File: src/rtl/mem_port_arbiter_pkg.sv
// Purpose: shared codes, state encoding and transaction record for the memory-port arbiter.
// Latency: n/a (declarations only).
// Backpressure: n/a.
package mem_port_arbiter_pkg;

    localparam int EXC_CODE_WIDTH = 5;

    // Exception codes seen on the MMU port.
    localparam logic [EXC_CODE_WIDTH-1:0] EC_NONE        = 5'h00;
    localparam logic [EXC_CODE_WIDTH-1:0] EC_TLBL        = 5'h02;
    localparam logic [EXC_CODE_WIDTH-1:0] EC_BUS_TIMEOUT = 5'h1f;

    localparam int DEF_STARVE_LIMIT = 4;
    localparam int DEF_TIMEOUT      = 255;

    typedef enum logic [1:0] {
        ST_IDLE  = 2'd0,
        ST_ISSUE = 2'd1,
        ST_WAIT  = 2'd2,
        ST_DONE  = 2'd3
    } arb_state_t;

    // One in-flight MMU transaction, held stable from issue until done.
    typedef struct packed {
        logic        is_inst;
        logic        we;
        logic [3:0]  sel;
        logic [31:0] addr;
        logic [31:0] wdata;
    } mem_txn_t;

endpackage

File: src/rtl/mem_arb_pick.sv
// Purpose: combinational winner select between fetch and data, plus next value of the starvation streak.
// Latency: 0 cycles (pure combinational).
// Backpressure: none; the caller only uses the result while the arbiter is idle.
// Ports: if_req/d_req requests, streak_q current streak -> grant_vld, grant_inst (1 = fetch wins), streak_d.
module mem_arb_pick #(
    parameter int STARVE_LIMIT = 4,
    parameter int SW           = $clog2(STARVE_LIMIT + 1)
) (
    input  logic          if_req,
    input  logic          d_req,
    input  logic [SW-1:0] streak_q,
    output logic          grant_vld,
    output logic          grant_inst,
    output logic [SW-1:0] streak_d
);

    logic starved;

    always_comb begin
        // Fetch only beats data once data has won STARVE_LIMIT times in a row over a pending fetch.
        starved    = (streak_q == SW'(STARVE_LIMIT)) && if_req;
        grant_vld  = if_req || d_req;
        grant_inst = if_req && (!d_req || starved);

        streak_d = streak_q;
        if (!if_req || grant_inst) begin
            streak_d = '0;
        end else if (streak_q != SW'(STARVE_LIMIT)) begin
            streak_d = streak_q + SW'(1);
        end
    end

endmodule

File: src/rtl/mem_port_arbiter.sv
// Purpose: shares the single MMU port between instruction fetch and data access, one transaction at a time.
// Latency: request seen in IDLE -> ack pulse 3 cycles later, +1 per mem_busy cycle (abort after TIMEOUT busy cycles).
// Backpressure: requesters hold req until their ack; the losing requester simply stays pending.
// Ports: clk/rst; if_req/if_addr -> if_ack/if_rdata/if_exc; d_req/d_we/d_sel/d_addr/d_wdata -> d_ack/d_rdata/d_exc;
//        mem_req/mem_is_inst/mem_we/mem_sel/mem_addr/mem_wdata to the MMU, mem_rdata/mem_busy/mem_exc back.
module mem_port_arbiter
    import mem_port_arbiter_pkg::*;
#(
    parameter int               STARVE_LIMIT = DEF_STARVE_LIMIT,
    parameter int               TIMEOUT      = DEF_TIMEOUT,
    parameter int               EXC_W        = EXC_CODE_WIDTH,
    parameter logic [EXC_W-1:0] EXC_TIMEOUT  = EC_BUS_TIMEOUT
) (
    input  logic             clk,
    input  logic             rst,
    input  logic             if_req,
    input  logic [31:0]      if_addr,
    output logic             if_ack,
    output logic [31:0]      if_rdata,
    output logic [EXC_W-1:0] if_exc,
    input  logic             d_req,
    input  logic             d_we,
    input  logic [3:0]       d_sel,
    input  logic [31:0]      d_addr,
    input  logic [31:0]      d_wdata,
    output logic             d_ack,
    output logic [31:0]      d_rdata,
    output logic [EXC_W-1:0] d_exc,
    output logic             mem_req,
    output logic             mem_is_inst,
    output logic             mem_we,
    output logic [3:0]       mem_sel,
    output logic [31:0]      mem_addr,
    output logic [31:0]      mem_wdata,
    input  logic [31:0]      mem_rdata,
    input  logic             mem_busy,
    input  logic [EXC_W-1:0] mem_exc
);

    localparam int TW = $clog2(TIMEOUT + 1);
    localparam int SW = $clog2(STARVE_LIMIT + 1);

    arb_state_t       state_q, state_d;
    logic [SW-1:0]    streak_q, streak_d;
    logic [TW-1:0]    timer_q, timer_d;
    mem_txn_t         txn_q, txn_d;
    logic             mem_req_q, mem_req_d;
    logic             if_ack_q, if_ack_d;
    logic [31:0]      if_rdata_q, if_rdata_d;
    logic [EXC_W-1:0] if_exc_q, if_exc_d;
    logic             d_ack_q, d_ack_d;
    logic [31:0]      d_rdata_q, d_rdata_d;
    logic [EXC_W-1:0] d_exc_q, d_exc_d;

    logic             grant_vld, grant_inst;
    logic [SW-1:0]    pick_streak_d;
    logic             fin;
    logic [31:0]      fin_rdata;
    logic [EXC_W-1:0] fin_exc;

    mem_arb_pick #(
        .STARVE_LIMIT (STARVE_LIMIT),
        .SW           (SW)
    ) u_pick (
        .if_req     (if_req),
        .d_req      (d_req),
        .streak_q   (streak_q),
        .grant_vld  (grant_vld),
        .grant_inst (grant_inst),
        .streak_d   (pick_streak_d)
    );

    always_comb begin
        state_d    = state_q;
        streak_d   = streak_q;
        timer_d    = timer_q;
        txn_d      = txn_q;
        mem_req_d  = 1'b0;
        if_ack_d   = 1'b0;
        if_rdata_d = if_rdata_q;
        if_exc_d   = if_exc_q;
        d_ack_d    = 1'b0;
        d_rdata_d  = d_rdata_q;
        d_exc_d    = d_exc_q;
        fin        = 1'b0;
        fin_rdata  = mem_rdata;
        fin_exc    = mem_exc;

        case (state_q)
            ST_IDLE: begin
                timer_d  = '0;
                streak_d = pick_streak_d;
                if (grant_vld) begin
                    if (grant_inst) begin
                        txn_d = '{is_inst: 1'b1, we: 1'b0, sel: 4'hf, addr: if_addr, wdata: 32'h0};
                    end else begin
                        txn_d = '{is_inst: 1'b0, we: d_we, sel: d_sel, addr: d_addr, wdata: d_wdata};
                    end
                    mem_req_d = 1'b1;
                    state_d   = ST_ISSUE;
                end
            end
            ST_ISSUE: begin
                state_d = ST_WAIT;
            end
            ST_WAIT: begin
                // The timeout check wins so a port stuck busy is abandoned after exactly TIMEOUT busy cycles.
                if (timer_q == TW'(TIMEOUT)) begin
                    fin       = 1'b1;
                    fin_rdata = 32'h0;
                    fin_exc   = EXC_TIMEOUT;
                end else if (!mem_busy) begin
                    fin = 1'b1;
                end else begin
                    timer_d = timer_q + TW'(1);
                end
            end
            ST_DONE: begin
                state_d = ST_IDLE;
            end
            default: begin
                state_d = ST_IDLE;
            end
        endcase

        // Results land in the owning port's registers together with its ack and stay until its next ack.
        if (fin) begin
            state_d = ST_DONE;
            if (txn_q.is_inst) begin
                if_ack_d   = 1'b1;
                if_rdata_d = fin_rdata;
                if_exc_d   = fin_exc;
            end else begin
                d_ack_d   = 1'b1;
                d_rdata_d = fin_rdata;
                d_exc_d   = fin_exc;
            end
        end
    end

    always_ff @(posedge clk) begin
        if (rst) begin
            state_q    <= ST_IDLE;
            streak_q   <= '0;
            timer_q    <= '0;
            txn_q      <= '0;
            mem_req_q  <= 1'b0;
            if_ack_q   <= 1'b0;
            if_rdata_q <= 32'h0;
            if_exc_q   <= '0;
            d_ack_q    <= 1'b0;
            d_rdata_q  <= 32'h0;
            d_exc_q    <= '0;
        end else begin
            state_q    <= state_d;
            streak_q   <= streak_d;
            timer_q    <= timer_d;
            txn_q      <= txn_d;
            mem_req_q  <= mem_req_d;
            if_ack_q   <= if_ack_d;
            if_rdata_q <= if_rdata_d;
            if_exc_q   <= if_exc_d;
            d_ack_q    <= d_ack_d;
            d_rdata_q  <= d_rdata_d;
            d_exc_q    <= d_exc_d;
        end
    end

    assign if_ack      = if_ack_q;
    assign if_rdata    = if_rdata_q;
    assign if_exc      = if_exc_q;
    assign d_ack       = d_ack_q;
    assign d_rdata     = d_rdata_q;
    assign d_exc       = d_exc_q;
    assign mem_req     = mem_req_q;
    assign mem_is_inst = txn_q.is_inst;
    assign mem_we      = txn_q.we;
    assign mem_sel     = txn_q.sel;
    assign mem_addr    = txn_q.addr;
    assign mem_wdata   = txn_q.wdata;

endmodule

File: config.mk
export PLATFORM = sky130hd
export DESIGN_NAME = mem_port_arbiter
export DESIGN_NICKNAME = d
export VERILOG_FILES = /design/src/rtl/mem_port_arbiter_pkg.sv /design/src/rtl/mem_arb_pick.sv /design/src/rtl/mem_port_arbiter.sv
export SDC_FILE = /design/constraint.sdc
export NUM_CORES = 1
export LEC_CHECK = 0
export ABC_AREA = 1
export CORE_AREA = 2 2 174 91
export CTS_CLUSTER_SIZE = 25
export DETAILED_ROUTE_END_ITERATION = 8
export DIE_AREA = 0 0 176 93
export MAX_ROUTING_LAYER = met4
export PLACE_DENSITY = 0.85
export SLEW_MARGIN = 40
export SYNTH_ARGS = -nofsm -noshare
export SYNTH_HDL_FRONTEND = slang
export SYNTH_HIERARCHICAL = 1
export SYNTH_SLANG_ARGS = --single-unit
File: constraint.sdc
create_clock -name clk -period 3.2 [get_ports clk]
set_input_delay 0.64 -clock clk [delete_from_list [all_inputs] [get_ports clk]]
set_output_delay 0.64 -clock clk [all_outputs]
set_load 0.01 [all_outputs]
### Yosys cells after proc, flatten, opt, wreduce, memory -nomap -nowiden

Cells that the tools add are included.

* multiplexer cells: 19
* add/sub/neg operators: 2
* bitwise logic cells: 3
* reduce and logical (&&, ||, !) cells: 19
* equality and inequality tests: 9

Operators by type and width (count)
* $mux 70: 1
* $mux 32: 2
* $mux 8: 2
* $pmux 8 s2: 1
* $mux 5: 2
* $reduce_and 2->1: 5
* $add 8x1->8 const B: 1
* $eq 8x8->1 const B: 1
* $mux 1: 6
* $mux 3: 2
* $ne 3x3->1 const B: 2
* $pmux 2 s3: 1
* $eq 2x2->1 const B: 2
* $mux 2: 2
* $ne 2x2->1 const B: 2
* $reduce_bool 2->1: 2
* $reduce_bool 4->1: 1
* $reduce_or 2->1: 2
* $add 3x1->3 const B: 1
* $eq 3x3->1 const B: 1
* $logic_or 1x1->1: 3
* $not 1->1: 3
* $reduce_and 3->1: 1
* $eq 2x1->1 const B: 1
* other kinds (3): 5

* bits in registers: 160
* word-level logic and storage cells: 67
* input bits: 143

### Depth between registers and ports, before layout

Gate-level depths: netlist (run 1).

* depth after elaboration: 7
* gate-level depth with buffers: 11

### Cells and area by module

The synthesis (run 1) kept the hierarchy.

By module, submodules not included
* mem_port_arbiter: sequential area each 3203.1 µm², instances 1, cells an instance 931, area each 6620.1 µm²
* mem_arb_pick: sequential area each 0.0 µm², instances 1, cells an instance 19, area each 102.6 µm²

### Least setup slack after synthesis (run 1)

Ideal clock, no wire load.

* kind: input-to-reg
* from: input if_req
* to: register txn_q (netlist bit mem_addr[0])
* data arrival time: 1606 ps
* setup slack: 1520 ps
* setup time: 74 ps
* path buffers: 2
* stages: 5
* cell sequence: a21boi_1 -> buf_2 -> clkbuf_1 -> nand2_1 -> a31oi_1

* cells in the longest elaborated chain, start to end: 4
* elaborated cells between the ends (all ways): 6
* classes of those cells: 1 x mux; 5 x reduce/logical

Ends and longest elaborated chain
* from (decl): line mem_port_arbiter.sv:16 `input logic if_req,`
* $logic_and 1x1->1: line mem_arb_pick.sv:21 `starved = (streak_q == SW'(STARVE_LIMIT)) && if_req;`
* $logic_or 1x1->1: line mem_arb_pick.sv:23 `grant_inst = if_req && (!d_req || starved);`
* $logic_and 1x1->1: line mem_arb_pick.sv:23
* $mux 70: line mem_port_arbiter.sv:94 `if (grant_inst) begin`
* to (signal assigned): line mem_port_arbiter.sv:158 `txn_q <= txn_d;`
* to (decl): line mem_port_arbiter.sv:46 `mem_txn_t txn_q, txn_d;`

Several ways; a longest one is shown, not always the timed one.
A chain may end at the register's enable or synchronous reset.

### Worst setup path in the final report (run 1)

* from: register timer_q[0]
* to: register d_rdata_q[29], in the netlist d_rdata[29]

* cells in the longest elaborated chain, start to end: 4
* elaborated cells between the ends (all ways): 6
* classes of those cells: 1 x eq/ne; 4 x mux; 1 x reduce/logical

Ends and longest elaborated chain
* from (decl): line mem_port_arbiter.sv:45 `logic [TW-1:0] timer_q, timer_d;`
* from (signal assigned): line mem_port_arbiter.sv:157 `timer_q <= timer_d;`
* $eq 8x8->1 *: line mem_port_arbiter.sv:108 `if (timer_q == TW'(TIMEOUT)) begin`
* $mux 1: line mem_port_arbiter.sv:108
* $mux 1: line mem_port_arbiter.sv:89 `case (state_q)`
* $reduce_and 2->1 (no source line)
* to (signal assigned): line mem_port_arbiter.sv:164 `d_rdata_q <= d_rdata_d;`
* to (decl): line mem_port_arbiter.sv:52 `logic [31:0] d_rdata_q, d_rdata_d;`

Mark *: on every way between the ends. The rest lies on a longest branch, timed or not.

==> results.json, run 1 <==
{
  "cts_hold_buf": 0,
  "syn_avg_cell_area_um2": 7.077,
  "leakage_nw": 4.329,
  "dp_hpwl_mm": 13.90,
  "die_w_um": 176,
  "port-buffer-count": 289,
  "finalHoldViolations": 0,
  "wl_met1_mm": 8.958,
  "status": "finished, final reports clean",
  "rsz0062_at_grt": "no",
  "period_share_pct": 72.62,
  "placementRows": 32,
  "cts_tree": "built",
  "postCtsSetupBuffers": 0,
  "end_kind": "flop",
  "ant_nets": 0,
  "timing.hold.ws_ps": 465.6,
  "routed.top_layer": "met4",
  "area_delta_synth_final_pct": 52.37,
  "core_um2": 14930,
  "p_int_w": 0.003916,
  "grt_max_degree": 70,
  "io_pins": 290,
  "netlist.area_leader.share_pct": 47.65,
  "synthCells": 950,
  "gp_congestion": 0.8492,
  "dieArea_um2": 16370,
  "required_ps": 3500,
  "clk_path_buf_depth": 2,
  "p_clk_share_pct": 39.2,
  "final-setup-viol-count": 0,
  "synthFlopType": "dfxtp_1",
  "antenna_found_initial": 0,
  "antennaDiodeCount": 0,
  "finClkSkew_ps": 14.79,
  "seq_power_share_pct": 41.7,
  "final-seq-area_um2": 3203,
  "root_buffer": "clkbuf_16",
  "route.met3.wl_mm": 1.527,
  "cpMaxStageDelayCell": "dfxtp_1",
  "fmax_ghz": 0.4303,
  "cts-htree-levels": 4,
  "setup.worst_path.end": "d_rdata[29]",
  "vias_per_cell": 4.709,
  "cpPeakStageDelay_ps": 410,
  "synth_common_cells": "nand2_1 (293), nor2_1 (175), dfxtp_1 (160)",
  "fillers": 1246,
  "grt_usage_pct": 24.97,
  "ir_drop_v": 0.0003365,
  "route.detailed.drc": 0,
  "async_flop_share_pct": 0,
  "syn_area_um2": 6723,
  "insertion_delay_ps": 410,
  "met2_length_mm": 8.731,
  "synth_edf_count": 0,
  "wire_per_inst_um": 13.65,
  "ys_seq_area_share_pct": 47.65,
  "synth.area.top_cells": "dfxtp_1 (48%), nand2_1 (16%), nor2_1 (9.8%), inv_1 (4.2%), a21oi_1 (3.3%)",
  "crit_fanout": 41,
  "first_global_vias": 6569,
  "grt_pass1_wl_mm": 32.21,
  "rrSetupSlack_ps": 880,
  "total_power_w": 0.005348,
  "sw_frac_of_total_pct": 26.78,
  "stdcell_area_um2": 10240,
  "final_nets": 1356,
  "yosysTopAreaCell": "dfxtp_1",
  "yosysWarningCount": 6,
  "placedInstanceArea_um2": 9639,
  "synth-seq-cells": 160,
  "synth.distinct_cells": 33,
  "worst_r2r_endpoint": "d_rdata[29]",
  "die_h_um": 93,
  "arrival_ps": 2620,
  "maxSlewViolCount": 0,
  "initial_core_util_pct": 45.02,
  "crit_chain": "ha_1 -> nand2_1 -> nor2_4 -> nand2_4 -> nand2_4 -> nand2_4 -> inv_4 -> nand2_1 -> nand2_1 -> nor2_1",
  "grt_remaining_overflow": 0,
  "p_sw_w": 0.001433,
  "wl_mm": 19.47,
  "multiInputGateArea_um2": 2893,
  "syn-num-nets": 1096,
  "drive_gt1_share_pct": 5.974,
  "ctsResizeCount": 0,
  "yosysMostFrequentCell": "nand2_1",
  "maxCapViolations": 0,
  "setup_tns_ps": 0,
  "critPathLaunchType": "flop",
  "critPathKind": "flop to flop",
  "reg2reg_depth": 10,
  "cts.sinks": 160,
  "cts_buffers": 17,
  "tightestPinTransition_ps": 736.3,
  "power_frac_comb_pct": 19.2,
  "relSlewSlack_pct": 50.79,
  "cts.clk_slew.worst_paths_ps": 70,
  "reg2reg_from": "timer_q[0]",
  "layout_min_cycle_time_ps": 2324,
  "first_iter_violations": 473,
  "crit_start": "timer_q[0]",
  "first_pass_iters": 5,
  "powerDensity_nw_per_um2": 522.1,
  "hp-class": "flop to flop",
  "vias": 6715
}
## how the worst min path moves through the flow
stage	startpoint	to	slack [ps]	cells past startpoint
after CTS	mem_wdata[14]	mem_wdata[14]	470	2
final	mem_wdata[14]	mem_wdata[14]	470	2
after detailed placement	mem_wdata[1]	mem_wdata[1]	460	2
after global routing	mem_wdata[22]	mem_wdata[22]	490	2
after floorplan	timer_q[1]	timer_q[1]	460	2
after global placement	mem_wdata[4]	mem_wdata[4]	450	2
## cells in the final DEF, fill, tap and decap left out, types with 2 or more instances in the layout
master             n
nor2_2             2
nor3_1             4
ha_1               3
nor2_1           175
clkinvlp_4         2
o21ai_1           26
a21oi_1           44
inv_1             74
inv_6              5
nand2_1          293
inv_8              2
nand3_1            9
clkbuf_16         17
bufinv_16          3
clkinv_2           3
a31oi_1           32
nand2_4            5
buf_4              7
nor2_4            14
nand2_2            3
clkdlybuf4s50_1  289
inv_2              5
dfxtp_1          160
o21ai_0           33
## layer usage
metal  vias up  GRT usage, %
li1       3449             -
met1      3021         32.14
met2       225         39.80
met3        20         6.341
met4         0         5.992
met5         -             -
## power groups by stage
stage / Clock [W] / Sequential, W / Combinational, W
6_report: 0.00209 / 0.00223 / 0.00103
5_1_grt: 0.00223 / 0.00225 / 0.00113
4_1_cts: 0.00213 / 0.00223 / 0.00103
3_5_place_dp: 0 / 0.00227 / 0.00103
3_3_place_gp: 0 / 0.00226 / 0.00101
2_1_floorplan: 0 / 0.00233 / 0.000413
## state kept, by name, summed over array words and instances, names as in the netlist
register	cells
mem_wdata	32
d_exc	5
if_rdata	32
mem_addr	32
timer_q	8
if_exc	5
mem_sel	4
streak_q	3
mem_is_inst	1
mem_we	1
state_q	2
d_rdata	32
if_ack	1
mem_req	1
d_ack	1
## final cells by class
cell class                 instances  area share, %
tap                              204          2.492
inverter                          83          3.151
clock inverter                    14          1.747
sequential                       160          31.27
timing repair buffer             297          28.95
clock buffer                      17          4.153
multi-input combinational        651          28.24
## through the flow
step	util (%)	setup slack [ps]	cells
floorplan	-	1520	950
global placement	64.54	823.6	1395
detailed placement	64.54	758.0	1395
CTS	68.59	862.7	1426
global route	68.59	618.1	1426
finish	68.59	876.1	1426
## cell families (layout without fill, tap and decap cells)
kind of cell	count (synthesis)	count (layout)	share of synthesized area [%]
xor+xnor	1	1	0.1303
buf+inv	139	411	9.380
fa+ha+maj	3	3	0.5584
compound gates	139	139	11.09
simple gates	508	508	31.19
flops	160	160	47.65
## worst max-delay path: cells and delay by family, from the launching register on
kind / cells / cell delay (ps)
adder cells (fa/ha/maj): 1 / 200
buffers and inverters: 1 / 390
flip-flops: 1 / 410
AND/OR/NAND/NOR: 8 / 1200
(Power assumes the default switching activity.)
==> run 2: changes to the inputs <==
- CORE_AREA: 2 2 174 91 -> 2 2 180 94
- DIE_AREA: 0 0 176 93 -> 0 0 182 96
- PLACE_DENSITY: 0.85 -> 0.8
- clock period: 3.2 -> 2.3 ns (I/O delays scaled with it)
==> results.json, run 2 (synthesized netlist as in run 1, its figures left out) <==
{
  "gp_congestion": 0.8480,
  "postCtsSetupBuffers": 0,
  "worst_r2r_endpoint": "d_rdata[12]",
  "clk_path_buf_depth": 2,
  "first_iter_violations": 376,
  "min_to": "mem_wdata[10]",
  "placedInstanceArea_um2": 9779,
  "die_w_um": 182,
  "period_share_pct": 83.30,
  "wl_mm": 19.68,
  "vias": 6758,
  "cts_tree": "built",
  "sw_frac_of_total_pct": 26.29,
  "first_global_vias": 6313,
  "vias_per_cell": 4.703,
  "ctsResizeCount": 0,
  "rsz0062_at_grt": "no",
  "initial_core_util_pct": 42.18,
  "rrSetupSlack_ps": 380,
  "drive_gt1_share_pct": 6.194,
  "finClkSkew_ps": 12.32,
  "grt_usage_pct": 23.13,
  "power_frac_comb_pct": 20.0,
  "cts.sinks": 160,
  "p_clk_share_pct": 38.1,
  "arrival_ps": 2220,
  "antennaDiodeCount": 0,
  "layout_commonest_cell": "nand2_1",
  "layout_min_cycle_time_ps": 1916,
  "p_sw_w": 0.001945,
  "relSlewSlack_pct": 69.71,
  "critPathKind": "flop to flop",
  "reg2reg_depth": 10,
  "setup_tns_ps": 0,
  "hp-start": "mem_wdata[10]",
  "port-buffer-count": 289,
  "holdPathStages": 2,
  "root_buffer": "clkbuf_16",
  "fmax_ghz": 0.5220,
  "powerDensity_nw_per_um2": 714.2,
  "final_nets": 1362,
  "cts_hold_buf": 0,
  "insertion_delay_ps": 420,
  "first_pass_iters": 5,
  "tightestPinTransition_ps": 454.4,
  "route.detailed.drc": 0,
  "ir_drop_v": 0.0006713,
  "wire_per_inst_um": 13.69,
  "stdcell_area_um2": 10350,
  "p_int_w": 0.005451,
  "final-setup-viol-count": 0,
  "required_ps": 2610,
  "io_pins": 290,
  "ant_nets": 0,
  "critPathLaunchType": "flop",
  "layout_common_cells": "nand2_1 (293), clkdlybuf4s50_1 (289), nor2_1 (175)",
  "area_delta_synth_final_pct": 54.03,
  "seq_power_share_pct": 41.9,
  "maxCapViolations": 0,
  "maxSlewViolCount": 0,
  "leakage_nw": 4.375,
  "placementRows": 33,
  "hp-class": "flop to flop",
  "core_um2": 15940,
  "cts-htree-levels": 4,
  "grt_remaining_overflow": 0,
  "end_kind": "flop",
  "dp_hpwl_mm": 13.94,
  "total_power_w": 0.007396,
  "antenna_found_initial": 0,
  "reg2reg_from": "timer_q[0]",
  "die_h_um": 96,
  "status": "finished, final reports clean",
  "crit_fanout": 35,
  "finalHoldViolations": 0,
  "grt_pass1_wl_mm": 30.98,
  "dieArea_um2": 17470,
  "grt_max_degree": 68,
  "cts.clk_slew.worst_paths_ps": 70,
  "cts_buffers": 17
}
==> run 2: worst max-delay path, cell delays in order (launching register included) <==
cell	delay (ps)
dfxtp_1	410
ha_1	190
nand2_1	120
nor2_4	180
nand2_4	120
nand2_4	110
nand2_4	120
inv_4	300
nand2_1	100
nand2_1	80
nor2_1	50
==> run 2: area by class of cell <==
| cell class | instances | area, µm² |
|---|---|---|
| Sequential cell | 160 | 3203 |
| Tap cell | 210 | 262.8 |
| Fill cell | 1390 | 5583 |
| Timing Repair Buffer | 303 | 3098 |
| Clock inverter | 11 | 142.6 |
| Clock buffer | 19 | 432.9 |
| Multi-Input combinational cell | 651 | 2893 |
| Inverter | 83 | 322.8 |
==> run 2: how the worst max path moves through the flow <==
stage	startpoint	end	slack, ps	depth (start not counted)
detailed placement	d_req	mem_addr[17]	230	7
global route	timer_q[0]	d_rdata[20]	210	10
CTS	mem_is_inst	mem_is_inst	390	1
global placement	mem_busy	d_rdata[19]	310	9
floorplan	streak_q[0]	mem_addr[0]	720	8
finish	timer_q[0]	d_rdata[12]	380	10
==> run 2: routing by layer <==
layer  vias up  wire (µm)  GRT usage, %
met5         -          0             -
met3        17       1339         5.978
li1       3481          -             -
met4         0        180         6.384
met1      3019       9443         30.22
met2       241       8711         35.85
==> run 2: metrics by stage <==
stage | utilization, % | instances | setup WS [ps] | hold slack (ps)
2_1_floorplan | - | 950 | 720.3 | 462.3
3_3_place_gp | 61.36 | 1407 | 308.1 | 450.1
3_5_place_dp | 61.36 | 1407 | 225.8 | 454.2
4_1_cts | 64.97 | 1437 | 388.1 | 464.5
5_1_grt | 64.97 | 1437 | 211.4 | 479.3
6_report | 64.97 | 1437 | 384.2 | 462.5
==> run 2: power groups by stage <==
stage	logic [W]	clock network (W)	registers, W
floorplan	0.000575	0	0.00324
detailed placement	0.00148	0	0.00316
finish	0.00148	0.00282	0.00310
global route	0.00162	0.00299	0.00313
global placement	0.00145	0	0.00316
CTS	0.00149	0.00287	0.00310
==> run 3: changes to the inputs <==
- clock period: 2.3 -> 1.93 ns (I/O delays scaled with it)
==> results.json, run 3 (synthesized netlist as in run 1, its figures left out) <==
{
  "placed_cells": 1419,
  "first_iter_violations": 350,
  "cp_num_cells": 11,
  "maxSlewViolCount": 0,
  "crit_chain": "ha_1 -> nand2_1 -> nor2_4 -> nand2_4 -> nand2_4 -> nand2_4 -> inv_2 -> buf_12 -> nand2_1 -> nand2_1 -> nor2_1",
  "total_power_w": 0.009087,
  "cts.sinks": 160,
  "gp_congestion": 0.8208,
  "reg2reg_from": "timer_q[1]",
  "port-buffer-count": 289,
  "setup_tns_ps": 0,
  "placementRows": 33,
  "antennaDiodeCount": 0,
  "finClkSkew_ps": 7.869,
  "final_nets": 1374,
  "maxCapViolations": 0,
  "dieArea_um2": 17470,
  "ctsResizeCount": 0,
  "required_ps": 2230,
  "insertion_delay_ps": 420,
  "hp-class": "flop to flop",
  "grt_usage_pct": 23.40,
  "tightestPinTransition_ps": 359.2,
  "ir_drop_v": 0.0005350,
  "leakage_nw": 4.471,
  "worst_r2r_endpoint": "if_rdata[20]",
  "antenna_found_initial": 0,
  "drive_gt1_share_pct": 7.345,
  "layout_common_cells": "nand2_1 (293), clkdlybuf4s50_1 (289), nor2_1 (175)",
  "layout_commonest_cell": "nand2_1",
  "root_buffer": "clkbuf_16",
  "first_pass_iters": 5,
  "status": "finished, final reports clean",
  "finalHoldViolations": 0,
  "dp_hpwl_mm": 14.31,
  "period_share_pct": 92.98,
  "wl_mm": 19.92,
  "cp_num_buf_inv": 2,
  "end_kind": "flop",
  "vias_per_cell": 4.689,
  "cts_tree": "built",
  "ant_nets": 0,
  "rsz0062_at_grt": "no",
  "core_um2": 15940,
  "fmax_ghz": 0.5572,
  "relSlewSlack_pct": 75.92,
  "path_delay_family": "simple AND/OR/NAND/NOR gates",
  "wire_per_inst_um": 13.75,
  "cts_buffers": 17,
  "arrival_ps": 2100,
  "cts-htree-levels": 4,
  "die_h_um": 96,
  "grt_pass1_wl_mm": 31.46,
  "cpPeakStageDelay_ps": 360,
  "cts.clk_slew.worst_paths_ps": 70,
  "first_global_vias": 6209,
  "clk_path_buf_depth": 2,
  "critPathKind": "flop to flop",
  "powerDensity_nw_per_um2": 862.5,
  "layout_min_cycle_time_ps": 1795,
  "critPathLaunchType": "flop",
  "die_w_um": 182,
  "vias": 6795,
  "reg2reg_depth": 11,
  "instances_no_fill": 1449,
  "route.detailed.drc": 0,
  "setup.worst_path.end": "if_rdata[20]",
  "crit_fanout": 28,
  "crit_start": "timer_q[1]",
  "postCtsSetupBuffers": 0,
  "initial_core_util_pct": 42.18,
  "cts_hold_buf": 0,
  "grt_max_degree": 57,
  "grt_remaining_overflow": 0,
  "area_delta_synth_final_pct": 56.73,
  "io_pins": 290,
  "cpMaxStageDelayCell": "dfxtp_1",
  "rrSetupSlack_ps": 140,
  "final-setup-viol-count": 0
}
[run 3: changes by cell type in the layout (fill, tap and decap cells not counted)]
cell / before / now
clkinv_2: 5 / 4
inv_4: 1 / 0
buf_4: 6 / 15
dfxtp_1: 160 / 159
bufinv_16: 3 / 4
inv_6: 0 / 2
buf_12: 8 / 11
dfxtp_2: 0 / 1
clkinv_4: 2 / 0
clkbuf_8: 0 / 3
clkbuf_1: 2 / 0
[run 3: worst min path at each step]
stage / start / end / cells past startpoint
6_report: mem_wdata[5] / mem_wdata[5] / 2
5_1_grt: mem_wdata[22] / mem_wdata[22] / 2
4_1_cts: mem_wdata[20] / mem_wdata[20] / 2
3_5_place_dp: mem_wdata[5] / mem_wdata[5] / 2
3_3_place_gp: mem_wdata[28] / mem_wdata[28] / 2
2_1_floorplan: timer_q[1] / timer_q[1] / 2
[run 3: stage by stage]
| stage | instance area, µm² | worst slack (ps) | hold WS (ps) | util (%) |
|---|---|---|---|---|
| after floorplan | 6723 | 350.3 | 462.3 | - |
| after global placement | 9907 | 77.88 | 450.0 | 62.16 |
| after detailed placement | 9907 | 5.757 | 455.3 | 62.16 |
| after CTS | 10530 | 91.42 | 463.5 | 66.09 |
| after global routing | 10540 | 6.622 | 480.2 | 66.11 |
| final | 10540 | 135.4 | 460.9 | 66.11 |
[run 3: power breakdown]
group          internal (W)  switching, W
clock               0.00225       0.00133
combinational      0.000962      0.000839
sequential          0.00356      0.000142
[run 3: tightest hold or removal path, stage by stage (launching register included)]
cell	delay, ps
dfxtp_1	310
nand2_1	60
a21oi_1	50
[run 3: layout make-up]
cell class / count / area (µm²)
Fill cell: 1362 / 5401
Timing Repair Buffer: 315 / 3226
Sequential cell: 160 / 3204
Multi-Input combinational cell: 651 / 2893
Clock buffer: 20 / 466.7
Inverter: 83 / 325.3
Tap cell: 210 / 262.8
Clock inverter: 10 / 158.9
[run 3: routing by layer]
layer / vias up / global-route usage, % / share of wire, %
li1: 3497 / - / -
met1: 3056 / 31.12 / 48
met2: 224 / 35.91 / 44
met3: 18 / 6.281 / 7.0
met4: 0 / 5.242 / 0.92
met5: - / - / 0
